==> config.mk <==
export PLATFORM = sky130hd
export DESIGN_NAME = hamming_secded_stream_decoder
export DESIGN_NICKNAME = d
export VERILOG_FILES = /design/src/rtl/hamming_secded_stream_decoder.sv
export SDC_FILE = /design/constraint.sdc
export NUM_CORES = 1
export LEC_CHECK = 0
export BUFFER_PORTS_ARGS = -buffer_cell sky130_fd_sc_hd__buf_4
export CORE_ASPECT_RATIO = 0.5
export CORE_MARGIN = 2
export CORE_UTILIZATION = 54
export CTS_CLUSTER_DIAMETER = 80
export DETAILED_ROUTE_END_ITERATION = 8
export PLACE_DENSITY = 0.84
export SETUP_SLACK_MARGIN = 0.05
export SKIP_CTS_REPAIR_TIMING = 1
export SLEW_MARGIN = 20
export SYNTH_ARGS = -nofsm -noshare
export SYNTH_HDL_FRONTEND = slang
export SYNTH_SLANG_ARGS = --single-unit
==> constraint.sdc <==
create_clock -name clk -period 1.94 [get_ports clk]
set_input_delay 0.388 -clock clk [delete_from_list [all_inputs] [get_ports clk]]
set_output_delay 0.388 -clock clk [all_outputs]
set_load 0.02 [all_outputs]
==> src/rtl/hamming_secded_stream_decoder.sv <==
// rtl/hamming_secded_stream_decoder.sv - two-stage streaming Hamming SECDED decoder with saturating error counters
module hamming_secded_stream_decoder #(
   parameter int DATA_W = 4,
   parameter int CNT_W  = 16,
   localparam int R = (DATA_W <= 4)  ? 3 :
                      (DATA_W <= 11) ? 4 :
                      (DATA_W <= 26) ? 5 :
                      (DATA_W <= 57) ? 6 : 7,
   localparam int N = DATA_W + R + 1
) (
   input  logic              clk,
   input  logic              rst_n,
   input  logic [N-1:0]      code_in,
   input  logic              in_valid,
   output logic              in_ready,
   input  logic              correct_en,
   output logic [DATA_W-1:0] data_out,
   output logic [R-1:0]      err_pos,
   output logic              single_err,
   output logic              double_err,
   output logic              out_valid,
   input  logic              out_ready,
   input  logic              cnt_clr,
   output logic [CNT_W-1:0]  single_cnt,
   output logic [CNT_W-1:0]  double_cnt
);

   localparam logic [R:0] MAX_POS = (R+1)'(N - 1);

   logic              s1_valid;
   logic [N-1:1]      s1_code;
   logic [R-1:0]      s1_syn;
   logic              s1_par;
   logic              s1_cen;
   logic              s2_ready;
   logic [R-1:0]      syn;

   logic [N-1:1]      fixed_code;
   logic [DATA_W-1:0] dec_data;
   logic [R-1:0]      dec_pos;
   logic              dec_single;
   logic              dec_double;
   logic              syn_nz;
   logic              in_range;

   assign s2_ready = !out_valid || out_ready;
   assign in_ready = !s1_valid || s2_ready;

   always_comb begin
      syn = '0;
      for (int i = 1; i < N; i++) begin
         for (int j = 0; j < R; j++) begin
            if (((i >> j) & 1) == 1) begin
               syn[j] = syn[j] ^ code_in[i];
            end
         end
      end
   end

   always_ff @(posedge clk) begin
      if (!rst_n) begin
         s1_valid <= 1'b0;
         s1_code  <= '0;
         s1_syn   <= '0;
         s1_par   <= 1'b0;
         s1_cen   <= 1'b0;
      end else if (in_ready) begin
         s1_valid <= in_valid;
         if (in_valid) begin
            s1_code <= code_in[N-1:1];
            s1_syn  <= syn;
            s1_par  <= ^code_in;
            s1_cen  <= correct_en;
         end
      end
   end

   // A syndrome pointing past the last codeword bit cannot be a single error.
   always_comb begin : classify
      int k;
      syn_nz     = |s1_syn;
      in_range   = ({1'b0, s1_syn} <= MAX_POS);
      dec_single = s1_par && (!syn_nz || in_range);
      dec_double = syn_nz && (!s1_par || !in_range);
      dec_pos    = dec_single ? s1_syn : '0;
      fixed_code = s1_code;
      if (dec_single && syn_nz && s1_cen) begin
         fixed_code[s1_syn] = ~fixed_code[s1_syn];
      end
      dec_data = '0;
      k = 0;
      for (int i = 1; i < N; i++) begin
         if ((i & (i - 1)) != 0) begin
            dec_data[k] = fixed_code[i];
            k = k + 1;
         end
      end
   end

   always_ff @(posedge clk) begin
      if (!rst_n) begin
         out_valid  <= 1'b0;
         data_out   <= '0;
         err_pos    <= '0;
         single_err <= 1'b0;
         double_err <= 1'b0;
      end else if (s2_ready) begin
         out_valid <= s1_valid;
         if (s1_valid) begin
            data_out   <= dec_data;
            err_pos    <= dec_pos;
            single_err <= dec_single;
            double_err <= dec_double;
         end
      end
   end

   // Statistics count delivered words only, so a stalled word is counted once.
   always_ff @(posedge clk) begin
      if (!rst_n || cnt_clr) begin
         single_cnt <= '0;
         double_cnt <= '0;
      end else if (out_valid && out_ready) begin
         if (single_err && (single_cnt != '1)) begin
            single_cnt <= single_cnt + 1'b1;
         end
         if (double_err && (double_cnt != '1)) begin
            double_cnt <= double_cnt + 1'b1;
         end
      end
   end

endmodule

==> metrics.yaml <==
outcome:
  status: "completed"
logic_synthesis:
  yosysTopAreaCell: "dfxtp_1"
  synth_compound_area_share_pct: 20.0
  synth_fa_ha_area_share_pct: 0.912
  seq_area_frac_synth_pct: 40.1
  ys_top_cells_by_area: "dfxtp_1 (40%), a21oi_1 (6.6%), nand2_1 (6.0%)"
  syn_area_sq_mm: 0.00274
  yosys.area_share.simple_pct: 28.8
  ys.flop_type: "dfxtp_1"
  synth_fp_nets: 345
  synth_edf_count: 0
  syn_area_per_cell_sq_um: 8.34
  synth_top_family_by_area: "simple AND/OR/NAND/NOR gates"
  muxShareOfSynthArea_pct: 2.28
  ys_types: 50
  async_flop_share_pct: 0
  synthXorXnorAreaFrac_pct: 4.15
  syn_inst: 329
  synth_top_area_share_pct: 40.1
  yosys_warnings: 0
  synth_seq_cells: 55
layout:
  fill_cells: 435
  antenna_cells: 0
  fin_nets: 402
  fin_cells: 457
  area_growth_pct: 22.2
  drive_gt1_share_pct: 24.0
timing:
  worst_pin_slew_ns: 0.575
  setup_viol_count_final: 0
  maxSlewHeadroom_pct: 61.3
  period_needed_ns: 1.79
  setup-tns-final_ns: 0
  setup_ws_ns: 0.152
  fmax_ghz: 0.559
  period_share_pct: 92.1
  report.final.slew_viol_count: 0
  finalHoldViolCount: 0
  fin_skew_ns: 0.00457
  rsz0062_at_grt: "no"
routing:
  drtAntennaViolNets: 0
  drtIter0Drc: 113
  vias: 2634
  drt_first_pass_iters: 4
  wire_per_inst_um: 14.0
  drc: 0
  viasPerCell: 5.76
  wirelength_um: 6400
die:
  dieArea_sq_mm: 0.00570
  fp-row-count: 18
  start_util_pct: 55.9
  core-area_sq_mm: 0.00491
  io_pins: 57
  die_w_um: 105
  die_h_um: 54.4
clocking:
  clk_latency_ns: 0.31
  cts_root_buf: "clkbuf_8"
  cts_buffer_depth: 2
  clk_pin_slew_worst_paths_ns: 0.10
  cts_tree: "yes"
  cts_buffers: 5
  cts_num_sinks: 55
  ctsHtreeMaxLevel: 2
global_route:
  grt_max_degree: 20
  grt_pass1_wl_um: 10500
  grt_antenna_before_repair: 0
  grt_pass1_vias: 2334
  grt_use_total_pct: 22.9
  global_route.overflow_total: 0
pwr:
  p_seq_share_pct: 58.9
  intPower_uw: 1510
  p_leak_uw: 0.00123
  switching_share_pct: 25.3
  p_switching_uw: 510
  ir_worst_vdd_uv: 387
  p_clk_share_pct: 31.0
  combPwrFrac_pct: 10.1
  powerDensity_mw_per_mm2: 602
worst_setup_path:
  arrival_ns: 2.04
  critPathLaunchType: "register"
  reg2reg_to: "single_cnt[8]"
  crit_fanout: 8
  rr_worst_depth: 5
  reg2reg_from: "single_cnt[0]"
  path_class: "register to register"
  end_kind: "register"
  critPathLaunch: "single_cnt[0]"
  r2r_setup_slack_ns: 0.15
  crit_end: "single_cnt[8]"
  required_ns: 2.19
placement:
  gp_congestion: 0.898
  dpl.hpwl_um: 4870
  pre_cts_slack_ns: 0.104
  port_buffers: 56
  dp.cells: 449
hold_path:
  hold_path_class: "primary input to register"
flow_run:
  max-cap-violations: 0
[state kept, by name, summed over array words and instances (netlist names)]
| register | cells |
|---|---|
| double_cnt | 16 |
| single_cnt | 16 |
| s1_code | 7 |
| data_out | 4 |
| err_pos | 3 |
| s1_syn | 3 |
| dec_single | 1 |
| double_err | 1 |
| out_valid | 1 |
| s1_cen | 1 |
| s1_valid | 1 |
| single_err | 1 |
[synthesized netlist by cell type (2+ instances only)]
library cell,n
o311ai_0,2
o21a_1,3
clkbuf_1,9
or3_1,14
nand3b_1,3
nand3_1,15
or2_2,4
nand2_1,44
nor4_1,4
inv_1,5
nor3_1,6
mux2_2,2
o21ai_0,17
a22o_1,3
nand4_2,3
o2bb2ai_1,3
a211oi_1,5
o31ai_1,8
a21oi_1,36
nor2_1,7
nor2b_1,2
mux2i_1,4
dfxtp_1,55
and2_1,2
and3_1,11
a31oi_1,3
nand4_1,9
ha_1,2
buf_2,6
xnor2_1,12
and4_1,3
nand2b_1,2
or4_1,8
[placed cells by master (no fill, tap or decap), drive strengths merged, types with 7 or more instances in the layout]
| cell type | count |
|---|---|
| o31ai | 8 |
| or4 | 8 |
| nand4 | 12 |
| nand3 | 15 |
| xnor2 | 12 |
| buf | 67 |
| o21ai | 17 |
| and3 | 11 |
| nor2 | 7 |
| nand2 | 44 |
| a21oi | 36 |
| or3 | 15 |
| dfxtp | 55 |
[through the flow]
stage	hold WS [ns]	instance area, sq um	utilization (%)	total power (uW)
after floorplan	0.434	2750	-	1340
after global placement	0.445	3250	66.3	1410
after detailed placement	0.451	3250	66.3	1420
after CTS	0.324	3340	68.0	2020
after global routing	0.347	3350	68.3	2090
final	0.324	3350	68.3	2020
[cell families after synthesis]
family	after synthesis
XOR/XNOR	13
adder cells (fa/ha/maj)	2
buffers and inverters	22
AO/OA/AOI/OAI	89
multiplexers	6
flip-flops	55
AND/OR/NAND/NOR	142
[critical path, stage by stage, from the launching register on]
cell and delay, ns:
dfxtp_2 0.37, ha_1 0.21, nand4_2 0.13, or3_4 0.39, or4_1 0.49, a21oi_1 0.14
[layer usage]
metal,GRT usage [%],up-vias,routed length [um]
li1,-,1339,-
met1,28.7,1236,2940
met2,42.6,51,3180
met3,4.17,8,222
met4,5.56,0,59
met5,0,-,0
[power by group through the flow]
| stage | combinational, uW | clock, uW | sequential [uW] |
|---|---|---|---|
| final | 205 | 625 | 1190 |
| after global routing | 226 | 666 | 1190 |
| after CTS | 205 | 628 | 1190 |
| after detailed placement | 204 | 0 | 1210 |
| after global placement | 199 | 0 | 1210 |
| after floorplan | 136 | 0 | 1200 |
[layout make-up]
cell class / count / area (sq um) / area share [%]
clock buffers: 6 / 72.6 / 2.16
inverters: 5 / 18.8 / 0.560
flip-flops and latches: 55 / 1100 / 33.0
repair buffers: 67 / 503 / 15.0
multi-input cells: 252 / 1550 / 46.3
clock inverters: 2 / 12.5 / 0.373
well taps: 70 / 87.6 / 2.61
[worst min-delay path by stage]
stage / start / slack, ns / cells past startpoint / endpoint
2_1_floorplan: s1_code[1] / 0.43 / 2 / s1_code[1]
3_3_place_gp: err_pos[2] / 0.44 / 2 / err_pos[2]
3_5_place_dp: s1_code[4] / 0.45 / 2 / s1_code[4]
4_1_cts: correct_en / 0.32 / 3 / s1_cen
5_1_grt: code_in[6] / 0.35 / 3 / s1_code[6]
6_report: correct_en / 0.32 / 3 / s1_cen
Note: power is estimated with default switching activity, not from simulation.
